--- config.mk ---
export PLATFORM = sky130hd
export DESIGN_NAME = controle_partida
export DESIGN_NICKNAME = d
export VERILOG_FILES = /design/src/rtl/controle_partida.sv
export SDC_FILE = /design/constraint.sdc
export NUM_CORES = 1
export LEC_CHECK = 0
export ABC_CLOCK_PERIOD_IN_PS = 3200
export BUFFER_PORTS_ARGS = -buffer_cell sky130_fd_sc_hd__buf_4
export CAP_MARGIN = 5
export CORE_MARGIN = 2
export CORE_UTILIZATION = 58
export CTS_BUF_LIST = sky130_fd_sc_hd__clkbuf_8
export CTS_CLUSTER_DIAMETER = 120
export DETAILED_ROUTE_END_ITERATION = 10
export PLACE_DENSITY = 0.9
export SLEW_MARGIN = 20
export SYNTH_ARGS = -nofsm -noshare
export SYNTH_HDL_FRONTEND = slang
export SYNTH_SLANG_ARGS = --single-unit
--- constraint.sdc ---
create_clock -name clock -period 3.2 [get_ports clock]
set_clock_uncertainty 0.1 [all_clocks]
set_input_delay 0.48 -clock clock [delete_from_list [all_inputs] [get_ports clock]]
set_output_delay 0.48 -clock clock [all_outputs]
set_load 0.01 [all_outputs]
--- src/rtl/controle_partida.sv ---
// rtl/controle_partida.sv - match-level sequencer driving simulador_drone rounds
//
// Owns lives and difficulty level. Programs the per-level wait period and fires one
// iniciar pulse per round. Tallies round outcomes and ends the match as champion or
// game over.
//
// Ports:
//   clock          in   system clock, rising edge
//   reset          in   asynchronous active-low reset
//   jogar          in   start / restart request
//   venceu_rodada  in   simulator round-won level
//   perdeu_rodada  in   simulator round-lost level
//   iniciar_rodada out  one-cycle round start pulse
//   periodo_espera out  wait period for the current level (registered)
//   nivel          out  current level, 0-based
//   vidas          out  remaining lives
//   campeao        out  high while in CAMPEAO
//   fim_jogo       out  high while in DERROTA
//   db_estado      out  state code for debug display
module controle_partida #(
    parameter int NUM_VIDAS    = 3,
    parameter int NUM_NIVEIS   = 4,
    parameter int T_BASE       = 50,
    parameter int T_PASSO      = 10,
    parameter int PAUSA_CICLOS = 100,
    parameter int W_T          = 8
) (
    input  logic           clock,
    input  logic           reset,
    input  logic           jogar,
    input  logic           venceu_rodada,
    input  logic           perdeu_rodada,
    output logic           iniciar_rodada,
    output logic [W_T-1:0] periodo_espera,
    output logic [1:0]     nivel,
    output logic [1:0]     vidas,
    output logic           campeao,
    output logic           fim_jogo,
    output logic [3:0]     db_estado
);

    localparam int         CW        = $clog2(PAUSA_CICLOS + 1);
    localparam logic [1:0] NIVEL_MAX = 2'(NUM_NIVEIS - 1);
    localparam logic [1:0] VIDAS_INI = 2'(NUM_VIDAS);

    typedef enum logic [3:0] {
        OCIOSO  = 4'd0,
        PREPARA = 4'd1,
        DISPARA = 4'd2,
        JOGANDO = 4'd3,
        ACERTO  = 4'd4,
        ERRO    = 4'd5,
        PAUSA   = 4'd6,
        CAMPEAO = 4'd7,
        DERROTA = 4'd8
    } estado_t;

    estado_t        estado, estado_prox;
    logic [1:0]     nivel_prox, vidas_prox;
    logic [W_T-1:0] periodo_prox;
    logic [CW-1:0]  cont, cont_prox;
    logic           prev_v, prev_p;
    logic           ev_v, ev_p;

    // Rising edges only: a level held high by the simulator counts once.
    assign ev_v = venceu_rodada & ~prev_v;
    assign ev_p = perdeu_rodada & ~prev_p;

    // Period shrinks with level but saturates at 1 so the datapath never stalls or wraps.
    logic [31:0]    reducao;
    logic [W_T-1:0] periodo_nivel;
    assign reducao       = 32'(nivel) * 32'(T_PASSO);
    assign periodo_nivel = (reducao >= 32'(T_BASE)) ? W_T'(1) : W_T'(32'(T_BASE) - reducao);

    always_ff @(posedge clock or negedge reset) begin
        if (!reset) begin
            estado         <= OCIOSO;
            nivel          <= 2'd0;
            vidas          <= 2'd0;
            periodo_espera <= W_T'(T_BASE);
            cont           <= '0;
            prev_v         <= 1'b0;
            prev_p         <= 1'b0;
        end else begin
            estado         <= estado_prox;
            nivel          <= nivel_prox;
            vidas          <= vidas_prox;
            periodo_espera <= periodo_prox;
            cont           <= cont_prox;
            prev_v         <= venceu_rodada;
            prev_p         <= perdeu_rodada;
        end
    end

    always_comb begin
        estado_prox  = estado;
        nivel_prox   = nivel;
        vidas_prox   = vidas;
        periodo_prox = periodo_espera;
        cont_prox    = cont;
        case (estado)
            OCIOSO, CAMPEAO, DERROTA: begin
                if (jogar) begin
                    vidas_prox  = VIDAS_INI;
                    nivel_prox  = 2'd0;
                    estado_prox = PREPARA;
                end
            end
            PREPARA: begin
                periodo_prox = periodo_nivel;
                estado_prox  = DISPARA;
            end
            DISPARA: estado_prox = JOGANDO;
            JOGANDO: begin
                // A loss edge takes priority over a simultaneous win edge.
                if (ev_p)      estado_prox = ERRO;
                else if (ev_v) estado_prox = ACERTO;
            end
            ACERTO: begin
                if (nivel == NIVEL_MAX) begin
                    estado_prox = CAMPEAO;
                end else begin
                    nivel_prox  = nivel + 2'd1;
                    cont_prox   = '0;
                    estado_prox = PAUSA;
                end
            end
            ERRO: begin
                if (vidas <= 2'd1) begin
                    vidas_prox  = 2'd0;
                    estado_prox = DERROTA;
                end else begin
                    vidas_prox  = vidas - 2'd1;
                    cont_prox   = '0;
                    estado_prox = PAUSA;
                end
            end
            PAUSA: begin
                if (cont == CW'(PAUSA_CICLOS - 1)) begin
                    estado_prox = PREPARA;
                end else begin
                    cont_prox = cont + CW'(1);
                end
            end
            default: estado_prox = OCIOSO;
        endcase
    end

    assign iniciar_rodada = (estado == DISPARA);
    assign campeao        = (estado == CAMPEAO);
    assign fim_jogo       = (estado == DERROTA);
    assign db_estado      = estado;

endmodule

==> results list, run 1 <==
- Status: finished, violations left
* Failing checks: negative hold slack
- For this run, the total global-route usage over all layers was measured as 19.5%.
- The setup path with the least slack is of type reg -> out.
- Setup violations remaining at the end of the flow were counted as 0.
- Total number of nets in the final design: 151
- Power Dens Cells: 837 nW/um2
* Final hold viol count: 19
- Share of synthesized area occupied by flip-flops and latches: 46.4%
- Slew Limit Headroom: 63.5%
- Total via count after detailed routing: 956
- Total gr overflow: 0
- The repair_antennas step left the layout with diodes totalling 0.
- From synthesis to final layout, the design area changed by 14.7%.
- TritonCTS buffer count: 3
- Setup repair after global routing left no endpoint under its margin.
- Synthesized instance count: 126
* Buffer count from post-CTS setup fixing: 0
- CP max stage cell: sky130_fd_sc_hd__dfrtp_1
* Hold Path Class: in -> async
- For this configuration, the core starts out at a cell density of 61.5%.
* Fmax: 0.488 GHz
- Cell with the most instances after synthesis: sky130_fd_sc_hd__dfrtp_1
- For this design the top-level I/O count stands at 24.
- DRC violation total after the first TritonRoute iteration: 18
- The floorplan step defined a die boundary enclosing 2440 um2.
- FP Rows: 16
- H-tree levels: 1
* ANT nets after route: 0
* Post-synthesis area per instance: 9.47 um2
* CP required: 2620 ps
- Portion of the clock cycle consumed by the worst path in the final layout: 64.0%
- In the routed design, unresolved DRC markers number 0.
- Horiz. Die Dim: 49.4 um
- Entering global routing, the biggest net connects 23 pins.
- Fin Setup TNS: 0 ps
* Minimum clock period: 2050 ps
- Final hold slack: -5.75 ps
- Number of instances resized during post-cts repair: 0
- Maximum resistive drop on vdd: 0.000528 V
- Of the cells placed in the final design, the portion with a size suffix greater than 1 is 19.1%.
- CTS Buffer Depth: 2
* First-pass detailed-route iteration total: 5
- The worst setup path is captured at a primary output.
* Clock latency of the later-clocked register in the worst-skew pair: 250 ps
- In this run, synthesis produced a sequential element count of 22.
- Worst-path cell chain: nor3_1 -> and2_1 -> buf_4
* Crit path launch type: flip-flop
- In this run, synthesis inferred 0 flip-flops with an integrated enable.
- The number of hold buffers added after CTS was 0.
* Most used DFF post-synth: sky130_fd_sc_hd__dfrtp_1
- Via count of the first global-routing pass: 845
* Synth async-reset ratio: 100%
* Number of library cell types mapped by synthesis: 40
* Mean number of vias per cell: 5.69
- The clock drives 22 sinks.
- Routability-driven placement finished with a final weighted congestion of 0.770.
- Top cells by count, synth: sky130_fd_sc_hd__dfrtp_1, sky130_fd_sc_hd__nand2_1, sky130_fd_sc_hd__o21ai_1
- Static leakage: 0.630 nW
- Half-perimeter wire length after detailed placement: 1.58 mm
- Wire length of the first global-routing pass: 3.71 mm
- The root buffer cell chosen for the clock tree is sky130_fd_sc_hd__clkbuf_8.
- Largest stage delay on the critical path: 510 ps
* Clock transition at the registers of the reported paths: 70 ps
* Data arrival, critical path: 1470 ps
- Number of buffer cells added on primary ports: 20
- By area the synthesized netlist is led by sky130_fd_sc_hd__dfrtp_1, sky130_fd_sc_hd__dfstp_2, sky130_fd_sc_hd__ha_1.
* Wire length per cell after detailed routing: 12.8 um
- Number of antenna violations at the first check in global routing: 0
- Final Routed Wirelength: 2.16 mm
- The tool flagged a number of max-cap violations equal to 0.
- In this run the vertical extent of the chip is 49.4 um.
- Worst-path maximum fanout: 15
* Area of the core: 1940 um2
- Final max-slew violation count: 0
* Leading area contributor after synthesis: sky130_fd_sc_hd__dfrtp_1
* Number of warnings printed during yosys synthesis: 0
* Total power of the final layout: 1.15 mW
* Slew of the pin with the lowest slew margin: 547 ps
- TritonCTS built the clock tree.
* Area fraction of the dominant cell type after synthesis: 39.8%
* Post-synthesis instance area: 1190 um2
[through the flow]
step	cell area, um2	std cells	util (%)	setup WS, ps
final	1370	168	70.5	1150
after global routing	1370	168	70.5	930
after CTS	1370	168	70.5	1150
after detailed placement	1320	164	68.2	1210
after global placement	1320	164	68.2	1240
after floorplan	1200	128	-	1340
[cells in the final DEF, fill, tap and decap left out, drive strengths merged, types with 2 or more instances in the layout]
cell,count
nand2b,6
nand2,11
or3,2
nand3,4
buf,20
dfstp,3
ha,4
conb,3
a41oi,2
dfrtp,19
inv,8
nor2,3
a31oi,6
clkbuf,3
nor2b,4
nor3,3
and3,3
a21oi,6
o21ai,11
o31a,2
[logic make-up (layout without fill, tap and decap cells)]
| logic type | after synthesis | after routing | synth area share (%) |
|---|---|---|---|
| flip-flops | 22 | 22 | 46.4 |
| AND/OR/NAND/NOR | 46 | 46 | 22.6 |
| AO/OA/AOI/OAI | 35 | 35 | 19.1 |
| buffers and inverters | 18 | 31 | 7.34 |
| other | 1 | 3 | 0.314 |
| adder cells (fa/ha/maj) | 4 | 4 | 4.19 |
[worst max-delay path: cells and delay by family, from the launching register on]
kind / cells / cell delay (ps)
AND/OR/NAND/NOR: 2 / 580
buffers and inverters: 1 / 120
flip-flops: 1 / 510
[where the power goes]
part	internal (mW)	switching, mW	total [mW]
Combinational	0.239	0.245	0.484
Sequential	0.375	0.118	0.493
Clock	0.0854	0.0839	0.169
Total	0.699	0.446	1.15
[state kept, by name, summed over array words and instances, names as in the netlist]
signal / count
db_estado: 4
periodo_espera: 5
cont: 7
prev_p: 1
prev_v: 1
nivel: 2
vidas: 2
[layer usage]
metal,track usage [%],up-vias,wire length (um)
met5,0,-,0
met4,7.62,0,29
met3,3.37,4,129
met2,32.2,38,969
met1,25.4,432,1030
li1,-,482,-
[final cells by class]
cell class | instances | area (um2)
multi-input combinational | 88 | 559
fill | 155 | 573
sequential | 22 | 554
inverter | 7 | 26.3
clock buffer | 3 | 41.3
tap | 27 | 33.8
timing repair buffer | 20 | 150
clock inverter | 1 | 3.75
[final timing paths]
kind	to	startpoint	depth (start not counted)	slack (ps)
max	fim_jogo	db_estado[1]	3	1150
min	periodo_espera[3]	reset	1	-6
max reg2reg	db_estado[1]	cont[0]	5	1170
min reg2reg	periodo_espera[4]	periodo_espera[4]	2	370
max in group asynchronous	periodo_espera[1]	reset	1	2730
min in group clock	prev_v	venceu_rodada	1	240
(Power assumes the default switching activity.)
==> inputs of run 2 (changes only) <==
--- a/config.mk
+++ b/config.mk
@@ -5,15 +5,15 @@
 export SDC_FILE = /design/constraint.sdc
 export NUM_CORES = 1
 export LEC_CHECK = 0
-export ABC_CLOCK_PERIOD_IN_PS = 3200
+export ABC_CLOCK_PERIOD_IN_PS = 1900
 export BUFFER_PORTS_ARGS = -buffer_cell sky130_fd_sc_hd__buf_4
 export CAP_MARGIN = 5
 export CORE_MARGIN = 2
-export CORE_UTILIZATION = 58
+export CORE_UTILIZATION = 56
 export CTS_BUF_LIST = sky130_fd_sc_hd__clkbuf_8
 export CTS_CLUSTER_DIAMETER = 120
 export DETAILED_ROUTE_END_ITERATION = 10
-export PLACE_DENSITY = 0.9
+export PLACE_DENSITY = 0.87
 export SLEW_MARGIN = 20
 export SYNTH_ARGS = -nofsm -noshare
 export SYNTH_HDL_FRONTEND = slang
==> constraint.sdc (replaced) <==
create_clock -name clock -period 1.9 [get_ports clock]
set_clock_uncertainty 0.1 [all_clocks]
set_input_delay 0.285 -clock clock [delete_from_list [all_inputs] [get_ports clock]]
set_output_delay 0.285 -clock clock [all_outputs]
set_load 0.01 [all_outputs]
==> run 2 against run 1 <==
The flow now finishes without violations. Sequential share of layout area is 3.3 points lower. Largest power group is now combinational cells. Wire length up 22%. First-iteration DRC count grew 50%. Die area is 3.3% higher. Critical path type is now reg -> reg. Critical path depth up 1. Non-clock buffer count grew 14. Core utilization rose by 4.8 points. Flip-flop and latch count stayed put. Sequential power is 52% higher. Via count rose by 11%. Register-to-register slack got worse by 1100 ps. Cell count grew 8.3%.
==> results list, run 2 (same netlist as run 1, synthesis figures left out) <==
- The flow ran to the end, and the final reports show no timing, DRC or antenna violations.
* TritonCTS clock tree: done
- Final hold viol count: 0 (-19)
* CP required: 1950 ps (-670 ps)
- Final count of negative-setup-slack endpoints: 0 (unchanged)
- The worst-case vdd ir drop was 0.00101 V (+91%).
* Die boundary height: 50.2 um (+1.6%)
- Horiz. Die Dim: 50.2 um (+1.6%)
- Critical path endpoint: db_estado[1]
* Final cell utilization of the core: 75.3% (+4.8 points)
* Total number of nets in the final design: 165 (+9.3%)
- The sum of internal, switching and leakage power came to 2.16 mW (+89%).
- Cell class contributing the biggest share of worst-path delay: compound AO/OA/AOI/OAI gates
- Total gr overflow: 0 (unchanged)
* Die Area: 2520 um2 (+3.3%)
* Cell count along the critical path: 4 (+1)
- Half-perimeter wire length after detailed placement: 1.89 mm (+20%)
- H-tree levels: 1 (unchanged)
- Worst-path maximum fanout: 7 (-8)
- Maximum number of pins on one net before global-route repair: 23 (unchanged)
- Number of buffer cells added on primary ports: 20 (unchanged)
- Layout-stage area growth over the synthesis result: 24.9%
- The core region area was 1980 um2 (+2.1%).
* Slack of the worst reg-to-reg path: 40 ps (-1130 ps)
* Initial standard-cell utilization of the core: 60.2% (-1.2 points)
- Antenna diodes: 0 (unchanged)
- Leaving out fill and tap cells, the most frequent cell in the layout is sky130_fd_sc_hd__buf_4.
- Category of the critical setup timing path: reg -> reg
- The global-route met2 utilization is 39.9% (+7.7 points).
- Hold Path Class: in -> reg
- Critical Path End Type: flip-flop
- Overall fraction of global-route tracks in use: 22.9% (+3.4 points)
* Fmax: 0.538 GHz
* Number of top-level pins: 24 (unchanged)
- Depth of the worst register-to-register path: 4 (-1)
- Largest register FFs: 7 (unchanged)
- The site row count came to 16 (unchanged).
- The global-route met3 utilization was 2.68% (-0.70 points).
- Data arrival, critical path: 1910 ps (+440 ps)
- met2 is the most crowded layer.
- The cell area power density came to 1450 nW/um2 (+73%).
- The worst path needs 1860 ps of the cycle, external delays included.
- The slowest stage of the critical path belongs to the cell sky130_fd_sc_hd__dfrtp_1.
* Total via count after detailed routing: 1060 (+11%)
- DRC violation total after the first TritonRoute iteration: 27 (+9)
* Worst setup path startpoint: db_estado[1]
- The largest stage delay on the critical path was 460 ps (-50 ps).
- The worst register-to-register path begins at db_estado[1].
- Bufs and invs on worst path: 0 (-1)
* Final hold slack: 40.8 ps (+46.5 ps)
- Number of antenna violations at the first check in global routing: 0 (unchanged)
- Counting flops per register, the top entry is cont.
* Library cell used as clock root buffer: sky130_fd_sc_hd__clkbuf_8
- ANT nets after route: 0 (unchanged)
- Mean number of vias per cell: 5.82 (+2.3%)
- Crit path launch type: flip-flop
- TritonCTS buffer count: 3 (unchanged)
* Routability congestion estimate from global placement: 0.819 (+6.4%)
- The first-pass detailed-route iteration total is 4 (-1).
- The endpoint identified for the worst register-to-register timing path is db_estado[1].
* Most frequent cells in the layout: sky130_fd_sc_hd__buf_4, sky130_fd_sc_hd__dfrtp_1, sky130_fd_sc_hd__nand2_1, sky130_fd_sc_hd__o21ai_1, sky130_fd_sc_hd__inv_1
- The count of unresolved DRC violations after routing was 0 (unchanged).
- The global-route met1 utilization is 29.6% (+4.2 points).
* Worst-path cell chain: and4b_4 -> or2_0 -> a221o_1 -> a211o_1
- Clock transition at the registers of the reported paths: 80 ps (about the same)
* Clock latency of the later-clocked register in the worst-skew pair: 260 ps (about the same)
- Final Routed Wirelength: 2.63 mm (+22%)
* Unrepaired setup endpoints after global routing: true
- The leakage power total came to 0.705 nW (+12%).
- Count of clock tree sinks: 22 (unchanged)
- Wire length per cell after detailed routing: 14.4 um (+12%)
* Wire length of the first global-routing pass: 4.42 mm (+19%)
* Share of layout cells above drive strength 1: 27.1% (+7.9 points)
- Of the available clock period, the critical path in the final layout requires 97.8%.
- The number of max-capacitance violations reported came to 0 (unchanged).
* CTS Buffer Depth: 2 (unchanged)
- The via count of the first global-routing pass is 993 (+18%).
- Final max-slew violation count: 0 (unchanged)
[run 2: layer usage]
layer  vias up  part of all wire [%]
met5         -                     0
met4         0                   1.7
met3         6                   6.1
met2        45                    49
met1       500                    43
li1        509                     -
[run 2: worst min-delay path by stage]
stage                        end  slack, ps     startpoint  depth (start not counted)
2_1_floorplan            cont[0]       -110          reset                          0
6_report                  prev_v         40  venceu_rodada                          1
3_3_place_gp            nivel[0]         80          reset                          1
4_1_cts                   prev_v         30  venceu_rodada                          1
5_1_grt                   prev_v         30  venceu_rodada                          1
3_5_place_dp   periodo_espera[3]         90          reset                          1
[run 2: cell type report]
type / count / area (um2)
multi-input cells: 88 / 564
repair buffers: 34 / 258
well taps: 27 / 33.8
inverters: 7 / 26.3
flip-flops and latches: 22 / 554
fillers: 133 / 490
clock buffers: 4 / 55.1
[run 2: metrics by stage]
step	setup WS (ps)	cell area [um2]	std cells	TNS [ps]
finish	42.7	1490	182	0
detailed placement	87.3	1410	176	0
global placement	144	1410	176	0
global route	-21.6	1490	182	-21.6
floorplan	39.9	1200	128	0
CTS	3.28	1480	181	0
[run 2: report_power, final]
part           internal (mW)  switching (mW)
logic                  0.519           0.556
clock network          0.185           0.154
registers              0.632           0.117
[run 2: timing repair]
item,in CTS,in global routing
hold buffers,1,0
endpoints found under the setup margin,0,2
setup buffers,0,1
gates resized for setup,0,1
endpoints found under the hold margin,19,0
[run 2: worst register-to-register path: cells and delay by family (launching register included)]
| kind | cells | cell delay (ps) |
|---|---|---|
| flip-flops | 1 | 460 |
| AND/OR/NAND/NOR | 2 | 480 |
| AO/OA/AOI/OAI | 2 | 720 |
==> inputs of run 3 (changes only) <==
--- a/config.mk
+++ b/config.mk
@@ -5,10 +5,11 @@
 export SDC_FILE = /design/constraint.sdc
 export NUM_CORES = 1
 export LEC_CHECK = 0
-export ABC_CLOCK_PERIOD_IN_PS = 1900
+export ABC_CLOCK_PERIOD_IN_PS = 2000
 export BUFFER_PORTS_ARGS = -buffer_cell sky130_fd_sc_hd__buf_4
 export CAP_MARGIN = 5
-export CORE_MARGIN = 2
+export CORE_ASPECT_RATIO = 0.8
+export CORE_MARGIN = 1
 export CORE_UTILIZATION = 56
 export CTS_BUF_LIST = sky130_fd_sc_hd__clkbuf_8
 export CTS_CLUSTER_DIAMETER = 120
==> constraint.sdc (replaced) <==
create_clock -name clock -period 2 [get_ports clock]
set_clock_uncertainty 0.1 [all_clocks]
set_input_delay 0.3 -clock clock [delete_from_list [all_inputs] [get_ports clock]]
set_output_delay 0.3 -clock clock [all_outputs]
set_load 0.01 [all_outputs]
==> run 3 against run 2 <==
Clock power fell by 6.2%. Non-clock buffer count fell by 3. Die area fell by 7.8%. First-iteration DRC count rose by 67%. Clock-buffer cell count did not move. Maximum frequency fell by 3.5%. Total power fell by 3.8%.
==> results list, run 3 (same netlist as run 1, synthesis figures left out) <==
- The fraction of final layout cells sized beyond drive strength 1 came to 25.7% (-1.4 points).
* Fmax: 0.520 GHz (-3.5%)
- The min-delay analysis places its worst path in the category in -> reg.
- TritonCTS clock tree: done
- Wire length per cell after detailed routing: 16.5 um (+14%)
- Number of top-level pins: 24 (unchanged)
- The final-report setup violation count came to 0 (unchanged).
- CP required: 2050 ps (+100 ps)
* Portion of the clock cycle consumed by the worst path in the final layout: 96.2% (-1.6 points)
- Power Dens Cells: 1410 nW/um2 (-2.6%)
- Maximum number of pins on one net before global-route repair: 23 (unchanged)
- The final instance count without filler cells came to 176 (-3.3%).
- The initial antenna violation count is 0 (unchanged).
- Half-perimeter wire length after detailed placement: 1.94 mm (+2.4%)
- The run finished with clean final reports.
- The number of antenna repair diodes is 0 (unchanged).
* Cell depth of the worst min-delay path: 1 (unchanged)
- The core region area came to 1940 um2 (-1.9%).
* Total power of the final layout: 2.08 mW (-3.8%)
* Launch point of the worst reg-to-reg path: cont[0]
- The switching share of power came to 39.3% (+1.1 points).
* Final hold viol count: 0 (unchanged)
* Die boundary height: 43.3 um (-14%)
- The minimum period implied by the final worst setup slack was 1920 ps (+66.5 ps).
- Grt met3 use: 7.17% (+4.5 points)
* Final Routed Wirelength: 2.90 mm (+10%)
- The violation count after the first detailed-routing iteration is 45 (+67%).
* ANT nets after route: 0 (unchanged)
- Total number of nets in the final design: 162 (-1.8%)
* Number of DRC violations after detailed routing: 0 (unchanged)
* Number of buffer cells added on primary ports: 20 (unchanged)
- The critical path in this run is classified as reg -> reg.
* CP max stage cell: sky130_fd_sc_hd__dfrtp_1
- The number of max-capacitance violations reported was 0 (unchanged).
- Clock transition at the registers of the reported paths: 80 ps (about the same)
* # placed instances: 170 (-3.4%)
- The global-route met1 utilization is 34.6% (+5.0 points).
- The worst register-to-register path ends at db_estado[1].
* Critical Path End Type: flip-flop
* Depth of the worst register-to-register path: 5 (+1)
* Slack of the critical path: 76.3 ps (+33.5 ps)
* Sequential share of power: 36.5% (+1.9 points)
* Most flop-heavy register: cont
- The per-cell via count in the routed design is 6.19 (+6.2%).
* Library cell used as clock root buffer: sky130_fd_sc_hd__clkbuf_8
- Initial standard-cell utilization of the core: 61.4% (+1.2 points)
- Slack of the worst reg-to-reg path: 80 ps (+30 ps)
* Clock share of power: 15.3% (-0.4 points)
- Layout-stage area growth over the synthesis result: 23.4%
* Wire length of the first global-routing pass: 4.68 mm (+5.8%)
* Total via count after detailed routing: 1089 (+2.7%)
- Overall fraction of global-route tracks in use: 28.4% (+5.5 points)
* Place WS: 88.9 ps (+1.65 ps)
- Worst Hold Path EP: prev_v
* Cell area after placement: 1390 um2 (-1.9%)
* Most common cell after layout, fill and taps aside: sky130_fd_sc_hd__buf_4
* FP Rows: 14 (-2)
* H-tree levels: 1 (unchanged)
* Layout Cell Area excl Fill: 1470 um2 (-1.3%)
- Largest stage delay on the critical path: 460 ps (about the same)
- The highest net fanout along the worst path came to 6 (-1).
* Most frequent cells in the layout: sky130_fd_sc_hd__buf_4, sky130_fd_sc_hd__dfrtp_1, sky130_fd_sc_hd__nand2_1, sky130_fd_sc_hd__o21ai_1, sky130_fd_sc_hd__inv_1
- Maximum resistive drop on vdd: 0.00126 V (+25%)
- Static leakage: 0.687 nW (-2.6%)
- The cell-internal power came to 1.26 mW (-5.5%).
- The global routing stage identified its most utilized layer as met2.
* Horiz. Die Dim: 53.6 um (+6.9%)
- The flip-flop count of the largest register after layout is 7 (unchanged).
- The net switching power figure was 0.818 mW (-1.1%).
- Clock latency of the later-clocked register in the worst-skew pair: 260 ps (about the same)
* Total gr overflow: 0 (unchanged)
- Data arrival, critical path: 1980 ps (+70 ps)
- The global-route met2 utilization was 48.3% (+8.3 points).
* Worst-path cell chain: ha_4 -> nand4b_1 -> o31a_1 -> a221o_1 -> a211o_1
* Final max-slew violation count: 0 (unchanged)
- TritonCTS buffer count: 3 (unchanged)
* Hold path startpoint: venceu_rodada
- The die area was 2320 um2 (-7.8%).
- Routability congestion estimate from global placement: 0.915 (+12%)
- The worst setup path is launched from a flip-flop.
- CTS Buffer Depth: 2 (unchanged)
- First-pass detailed-route iteration total: 4 (unchanged)
- Combinational Power Share: 48.3% (-1.4 points)
* Via count of the first global-routing pass: 1066 (+7.4%)
- The number of sinks on the clock net came to 22 (unchanged).
==> run 3: final cells by class <==
| type | instances | area [um2] |
|---|---|---|
| Clock buffer | 4 | 55.1 |
| Fill cell | 135 | 472 |
| Inverter | 7 | 26.3 |
| Multi-Input combinational cell | 88 | 572 |
| Sequential cell | 22 | 554 |
| Tap cell | 24 | 30.0 |
| Timing Repair Buffer | 31 | 235 |
==> run 3: stage by stage <==
| stage | utilization [%] | setup TNS (ps) | hold slack [ps] |
|---|---|---|---|
| 6_report | 75.7 | 0 | 54.8 |
| 5_1_grt | 75.7 | -18.0 | 49.5 |
| 4_1_cts | 74.7 | 0 | 53.0 |
| 3_5_place_dp | 71.4 | 0 | 106 |
| 3_3_place_gp | 71.4 | 0 | 100 |
| 2_1_floorplan | - | 0 | -95.6 |
==> run 3: layer usage <==
metal	part of all wire (%)	wire (um)
met5	0	0
met4	1.8	53
met3	6.6	192
met2	47	1350
met1	45	1300
==> run 3: power groups by stage <==
stage / registers [mW] / logic [mW] / clock network, mW
floorplan: 0.756 / 0.541 / 0
global placement: 0.730 / 0.909 / 0
detailed placement: 0.750 / 0.949 / 0
CTS: 0.743 / 0.966 / 0.317
global route: 0.780 / 1.11 / 0.334
finish: 0.758 / 1.00 / 0.318
==> run 3: what timing repair did <==
item | CTS | global route
endpoints found under the setup margin | 0 | 1
endpoints found under the hold margin | 19 | 0
setup buffers | 0 | 1
gates resized for setup | 0 | 2
hold buffers | 1 | 0
==> run 3: worst max path at each step <==
stage,from,to,slack (ps),depth (start not counted)
after CTS,cont[0],db_estado[1],70,5
after global placement,cont[0],db_estado[1],170,5
final,cont[0],db_estado[1],80,5
after floorplan,db_estado[3],db_estado[1],140,5
after detailed placement,cont[0],db_estado[1],90,5
after global routing,cont[0],db_estado[1],-20,5
==> run 3: worst max-delay path: cells and delay by family, from the launching register on <==
| family | cells | cell delay (ps) |
|---|---|---|
| and+or+nand+nor | 1 | 130 |
| DFF | 1 | 460 |
| adders and majority gates | 1 | 200 |
| AOI/OAI and AO/OA | 3 | 920 |
